<file path="src/rtl/aes_scan_target.sv">
// Scan-loaded toy cipher target: serial shift register, key/data capture
// on synchronized strobes, and an XOR/rotate round loop with busy/valid handshake.
module aes_scan_target #(
  parameter int KW      = 128,
  parameter int NROUNDS = 10
) (
  input  logic CLK,
  input  logic reset1,
  input  logic SCLK,
  input  logic SE,
  input  logic SI,
  input  logic EN,
  input  logic Krdy,
  input  logic Drdy,
  output logic SO,
  output logic BSY,
  output logic Dvld
);

  localparam int RCW = $clog2(NROUNDS + 1);
  localparam logic [RCW-1:0] RC_LAST = RCW'(NROUNDS - 1);
  localparam logic [RCW-1:0] RC_MAX  = RCW'(NROUNDS);

  typedef enum logic [1:0] {IDLE, LOAD, ROUND, DONE} state_t;

  state_t          state_q, state_d;
  logic [KW-1:0]   sreg_q, sreg_d;
  logic [KW-1:0]   key_q, key_d;
  logic [KW-1:0]   data_q, data_d;
  logic [KW-1:0]   st_q, st_d;
  logic [RCW-1:0]  rc_q, rc_d;
  logic            kv_q, kv_d;

  // Bit order {SCLK, SE, SI, Krdy, Drdy}; SE/SI are levels, so only the
  // three strobes carry a history flop.
  logic [4:0] pins;
  logic [4:0] s1_q, s2_q;
  logic [2:0] hist_q;

  assign pins = {SCLK, SE, SI, Krdy, Drdy};

  logic sclk_rise, krdy_rise, drdy_rise, se_s, si_s, busy, accept;

  assign se_s      = s2_q[3];
  assign si_s      = s2_q[2];
  assign sclk_rise = s2_q[4] & ~hist_q[2];
  assign krdy_rise = s2_q[1] & ~hist_q[1];
  assign drdy_rise = s2_q[0] & ~hist_q[0];
  assign busy      = (state_q == LOAD) || (state_q == ROUND);
  assign accept    = EN && !busy;

  assign SO   = sreg_q[KW-1];
  assign BSY  = busy;
  assign Dvld = (state_q == DONE);

  always_comb begin
    state_d = state_q;
    sreg_d  = sreg_q;
    key_d   = key_q;
    kv_d    = kv_q;
    data_d  = data_q;
    st_d    = st_q;
    rc_d    = rc_q;

    // Result load in DONE takes priority over a coincident scan shift.
    if (state_q == DONE)
      sreg_d = st_q;
    else if (sclk_rise && se_s && accept)
      sreg_d = {sreg_q[KW-2:0], si_s};

    if (krdy_rise && accept) begin
      key_d = sreg_q;
      kv_d  = 1'b1;
    end

    unique case (state_q)
      IDLE: begin
        if (drdy_rise && accept && kv_q && !krdy_rise) begin
          data_d  = sreg_q;
          state_d = LOAD;
        end
      end
      LOAD: begin
        st_d    = data_q ^ key_q;
        rc_d    = '0;
        state_d = ROUND;
      end
      ROUND: begin
        st_d = {st_q[KW-2:0], st_q[KW-1]} ^ key_q;
        if (rc_q != RC_MAX) rc_d = rc_q + RCW'(1);
        if (rc_q == RC_LAST) state_d = DONE;
      end
      DONE: state_d = IDLE;
      default: state_d = IDLE;
    endcase
  end

  always_ff @(posedge CLK) begin
    if (reset1) begin
      state_q <= IDLE;
      sreg_q  <= '0;
      key_q   <= '0;
      kv_q    <= 1'b0;
      data_q  <= '0;
      st_q    <= '0;
      rc_q    <= '0;
      s1_q    <= '0;
      s2_q    <= '0;
      hist_q  <= '0;
    end else begin
      state_q <= state_d;
      sreg_q  <= sreg_d;
      key_q   <= key_d;
      kv_q    <= kv_d;
      data_q  <= data_d;
      st_q    <= st_d;
      rc_q    <= rc_d;
      s1_q    <= pins;
      s2_q    <= s1_q;
      hist_q  <= {s2_q[4], s2_q[1], s2_q[0]};
    end
  end

endmodule
</file>
<file path="config.mk">
export PLATFORM = sky130hd
export DESIGN_NAME = aes_scan_target
export DESIGN_NICKNAME = d
export VERILOG_FILES = /design/src/rtl/aes_scan_target.sv
export SDC_FILE = /design/constraint.sdc
export NUM_CORES = 1
export LEC_CHECK = 0
export ABC_AREA = 0
export BUFFER_PORTS_ARGS = -buffer_cell sky130_fd_sc_hd__buf_2
export CAP_MARGIN = 15
export CORE_MARGIN = 2
export CORE_UTILIZATION = 45
export DETAILED_ROUTE_END_ITERATION = 10
export PLACE_DENSITY = 0.63
export SYNTH_ARGS = -nofsm -noshare
export SYNTH_HDL_FRONTEND = slang
export SYNTH_SLANG_ARGS = --single-unit
</file>
<file path="constraint.sdc">
create_clock -name CLK -period 2.3 [get_ports CLK]
set_input_delay 0.115 -clock CLK [delete_from_list [all_inputs] [get_ports CLK]]
set_output_delay 0.115 -clock CLK [all_outputs]
set_load 0.02 [all_outputs]
</file>
; Word level (Yosys, flattened, before mapping)
; Index checks and enable logic that the tools add are counted.
[word_totals]
register_bits = 532
out_inout_bits = 3
word_cells = 51
[op_classes]
n_addsub = 1
eq_ne = 8
mux = 8
bitwise_logic = 8
n_reduce_logical = 16
[op_table]
columns = op, n
row1 = 2-to-1 mux 128 bit, 2
row2 = case mux 128 bit (2 select lines), 1
row3 = XOR 128 bit, 2
row4 = case mux 2 bit (4 select lines), 1
row5 = case mux 4 bit (2 select lines), 1
row6 = logical AND 1 bit, 7
row7 = AND reduction 2 bit, 3
row8 = adder 4 x 1 -> 4 bit (second input constant), 1
row9 = equality test 2 bit (second input constant), 2
row10 = equality test 4 bit (second input constant), 1
row11 = 2-to-1 mux 2 bit, 2
row12 = 2-to-1 mux 4 bit, 1
row13 = != test 2 x 1 -> 1 bit (second input constant), 2
row14 = != test 4 bit (second input constant), 1
row15 = nonzero test 2 bit, 2
row16 = AND 1 bit, 3
row17 = NOT 1 bit, 3
row18 = equality test 2 x 1 -> 1 bit (second input constant), 1
row19 = zero test 1 bit, 2
row20 = zero test 2 bit, 1
row21 = != test 2 bit (second input constant), 1
row22 = logical OR 1 bit, 1

; Logic depth before layout (Yosys ltp)
[logic_depth]
ltp_word = 9
ltp_mapped = 9
ltp_nobuf = 6

; Least setup slack after synthesis
; Ideal clock, no wire load.
[synth_path]
path_kind = register to register
from = register state_q[0]
to = register data_q[100]
t_arrival_ps = 1915
required_time_ps = 2230
slack_ps = 315
stages_incl_launch_ff = 10
n_path_buf = 3
synth_period_minus_slack_ps = 1985
path_cell_list = dfxtp_1 inv_1 ha_1 buf_2 and4b_1 and4_1 buf_6 buf_6 nand2_1 a21oi_1
[synth_between]
elab_chain_cells = 8
word_cells_on_any_way = 10
cone_classes = 2 x eq/ne / 8 x reduce/logical
[synth_lines]
columns = element, line
row1 = "start, declared", 26  ; state_t state_q, state_d;
row2 = "start signal, assigned", 111  ; state_q <= state_d;
row3 = equality test 2 x 1 -> 1 bit / equality test 2 bit (equally long branches), 49  ; assign busy = (state_q == LOAD) || (state_q == ROUND);
row4 = logical OR 1 bit *, 49
row5 = named net BSY, 16  ; output logic BSY,
row6 = zero test 1 bit *, 50  ; assign accept = EN && !busy;
row7 = logical AND 1 bit *, 50
row8 = logical AND 1 bit * (3 in series), 78  ; if (drdy_rise && accept && kv_q && !krdy_rise) begin
row9 = AND reduction 2 bit (no line) *, n/a
row10 = "end signal, assigned", 115  ; data_q <= data_d;
row11 = "end, declared", 29  ; logic [KW-1:0] data_q, data_d;
; Mark *: on every way through the listed nets, which the timed path passes. The rest lies on a longest branch.
; A chain may end at the register's enable or synchronous reset.

; Worst setup path in the final report
[layout_path]
from = register state_q[0]
to = output port BSY
[layout_between]
elab_chain_cells = 2
word_cells_on_any_way = 3
cone_classes = 2 x eq/ne / 1 x reduce/logical
[layout_lines]
columns = element, line
row1 = equality test 2 x 1 -> 1 bit / equality test 2 bit (equally long branches), 49
row2 = logical OR 1 bit *, 49
row3 = "end, declared", 16
; Mark *: on every way between the ends. The rest lies on a longest branch, timed or not.

==> reports/metrics.cfg <==
[synth]
post-synth-top-area-fraction = 0.480
count_of_flip_flops_with_a_built_in_enable_after_synthesis = 0
yosys-top-cells-count = dfxtp_1, nand2_1, mux2i_1
post-synth-top-count-cell = dfxtp_1
yosysWarnings = 0
avgSynthCellArea_um2 = 9.07
synth_area_leaders = dfxtp_1, mux2i_1, nand2_1
postSynthRegisterBits = 532
synth_largest_area_cell = dfxtp_1
yosysSeqAreaShare = 0.480
synth_nets = 2464
mappedNetlistArea_mm2 = 0.0222
ys_dominant_reg_cell = dfxtp_1
postSynthCellCount = 2448
synth.distinct_cells = 28
synth-async-reset-ratio = 0

[worst_setup_path]
critical_path.slowest_cell = buf_6
worstSetupPathType = register to output pin
worst-r2r-cell-count = 8
cp_max_fo = 32
critPathLaunchType = register
number_of_logic_stages_on_the_critical_path_including_buffering = 4
critical_path_arrival_ns = 2.00
cp-end-kind = output pin
cp_top_family = buffers and inverters
r2r_start = state_q[0]$_SDFFE_PP0P_
critical_path.startpoint = state_q[0]$_SDFFE_PP0P_
timing.critical_path.slowest_cell_delay_ns = 0.37
required_ns = 2.18
timing.critical_path.buf_inv = 3
timing.rr.end = sreg_q[23]$_SDFFE_PP0P_
crit_end = BSY
crit_path_cell_trace = inv_1 -> ha_4 -> buf_6 -> buf_2
setup.reg_to_reg.worst_slack_ns = 0.25

[sta]
report.final.slew_viol_count = 0
slew_at_the_pin_with_the_worst_max_slew_slack_ns = 0.877
unrepaired_setup_endpoints_after_global_routing = false
fin_worst_skew_ns = 0.0108
finalSetupTns_ns = 0
final-hold-violation-count = 0
clock.fmax_ghz = 0.472
report.final.setup_viol = 0
timing.final.crit_period_ns = 2.12
period_share = 0.920
maxSlewHeadroom = 0.415

[cts]
buffer_depth_of_the_longest_clock_path = 3
root_buffer = clkbuf_16
insertion_delay_ns = 0.59
clk_transition_reported_paths_ns = 0.06
cts_made_buffers = 55
tritoncts = done
htree_num_levels = 2
numClockSinks = 532

[floorplan]
number_of_standard_cell_rows_in_the_floorplan = 81
fp.dieH_um = 226
io_pins = 11
initial_core_util = 0.454
die_w_um = 226
core_mm2 = 0.0488
floorplan.die_area_mm2 = 0.0511

[status]
outcome = completed

[finish]
stdcell_area_mm2 = 0.0247
flow.area_growth_from_synthesis_pct = 11.2
fin_nets = 2397
post_route_cells_drive_above_1_share = 0.0616
antenna_cells_inserted = 0

[placed_design]
post_detailed_placement_cell_area_mm2 = 0.0229
finalWeightedCongestion = 0.731
dp_hpwl_mm = 25.2
io_buffers = 10

[pwr]
net-switching-power_uw = 4640
pwr-share-seq = 0.475
power.share.clock = 0.439
power.switching_fraction = 0.236
cellLeakagePower_uw = 0.00731
power.density_cell_area_mw_per_mm2 = 797
p_int_uw = 15000
irDropWorstVdd_mv = 0.757
comb_power_share = 0.086

[grt]
first_global_vias = 15800
globalRouteOverflowTotal = 0
grt_antenna_before_repair = 0
grt_max_degree = 99
wire_length_of_the_first_global_routing_pass_mm = 78.4
global_route.usage.total = 0.184

[drt]
detail_route.first_pass.iterations = 5
via_per_inst = 5.17
avgRoutedWirePerCell_um = 14.9
postRouteWirelength_mm = 46.0
antenna_violating_nets_post_route = 0
drt_iter0_markers = 858
drcViolationCount = 0
vias = 15900

[run]
drv.max_cap_violation_count = 0

[hold_path]
min_delay_worst_type = input pin to register

[cells in the final DEF (no fill, tap or decap), drive strengths merged, types with 6 or more instances in the layout]
cell,n
a211oi,130
a21oi,258
buf,58
clkbuf,83
clkinv,9
dfxtp,532
dlygate4sd3,6
ha,8
inv,8
mux2i,384
nand2,515
nor2,261
nor2b,15
xnor2,129
[power groups by stage]
stage	clock network, uW	registers [uW]	logic [uW]
floorplan	0	9520	1260
global placement	0	9530	1690
detailed placement	0	9530	1710
CTS	8880	9330	1720
global route	9230	9340	1800
finish	8630	9330	1700
[cells by family (layout without fill, tap and decap cells)]
group	count (synthesis)	after routing	synth area share
buffers and inverters	196	168	0.0473
multiplexers	384	384	0.173
flip-flops	532	532	0.480
XOR/XNOR	129	129	0.0509
AND/OR/NAND/NOR	806	806	0.140
adder cells (fa/ha/maj)	8	8	0.00451
AO/OA/AOI/OAI	393	393	0.104
[worst min-delay path, delay by kind of cell]
family                 cells  cell delay (ns)
AO/OA/AOI/OAI              1             0.13
buffers and inverters      1             0.11
AND/OR/NAND/NOR            3             0.34
[flip-flops by register name, indices dropped and copies added, names as in the netlist]
signal and count:
hist_q 3, key_q 128, kv_q 1, data_q 128, state_q 2, st_q 128
s2_q 5, s1_q 5, sreg_q 128, rc_q 4
[cell type report]
| type | count | area (um^2) |
|---|---|---|
| fill | 4507 | 24200 |
| tap | 664 | 831 |
| inverter | 8 | 30.0 |
| timing repair buffer | 64 | 860 |
| clock inverter | 13 | 120 |
| clock buffer | 83 | 1630 |
| sequential | 532 | 10700 |
| multi-input combinational | 1720 | 10600 |
[per-layer routing]
layer	wire [um]	global-route usage	up-vias
li1	-	-	8075
met1	22500	0.245	7636
met2	21400	0.311	169
met3	1280	0.0243	61
met4	867	0.0507	0
met5	0	0	-
[worst min-delay path by stage]
stage | startpoint | end | slack [ns] | depth (start not counted)
detailed placement | SE | s1_q[3]$_SDFF_PP0_ | 0.33 | 2
CTS | EN | key_q[126]$_SDFFE_PP0P_ | 0.11 | 5
floorplan | Drdy | s1_q[0]$_SDFF_PP0_ | 0.24 | 1
global route | EN | key_q[126]$_SDFFE_PP0P_ | 0.19 | 5
finish | EN | key_q[126]$_SDFFE_PP0P_ | 0.15 | 5
global placement | SE | s1_q[3]$_SDFF_PP0_ | 0.32 | 2
[what timing repair did]
| item | 4_1_cts | 5_1_grt |
|---|---|---|
| hold buffers | 6 | 0 |
| endpoints found under the hold margin | 55 | 0 |
| gates resized for setup | 1 | 0 |
| buffers inserted | 0 | 0 |
| setup endpoints to repair | 1 | 0 |
[metrics by stage]
| stage | setup slack, ns | hold slack [ns] | utilization | total power [uW] | std cells |
|---|---|---|---|---|---|
| after floorplan | 0.315 | 0.243 | - | 10800 | 2448 |
| after global placement | 0.319 | 0.325 | 0.468 | 11200 | 2982 |
| after detailed placement | 0.281 | 0.329 | 0.468 | 11200 | 2982 |
| after CTS | 0.113 | 0.115 | 0.505 | 19900 | 3084 |
| after global routing | 0.0575 | 0.191 | 0.505 | 20400 | 3084 |
| final | 0.184 | 0.150 | 0.505 | 19700 | 3084 |
No activity file was read; power rests on OpenSTA's default activity.
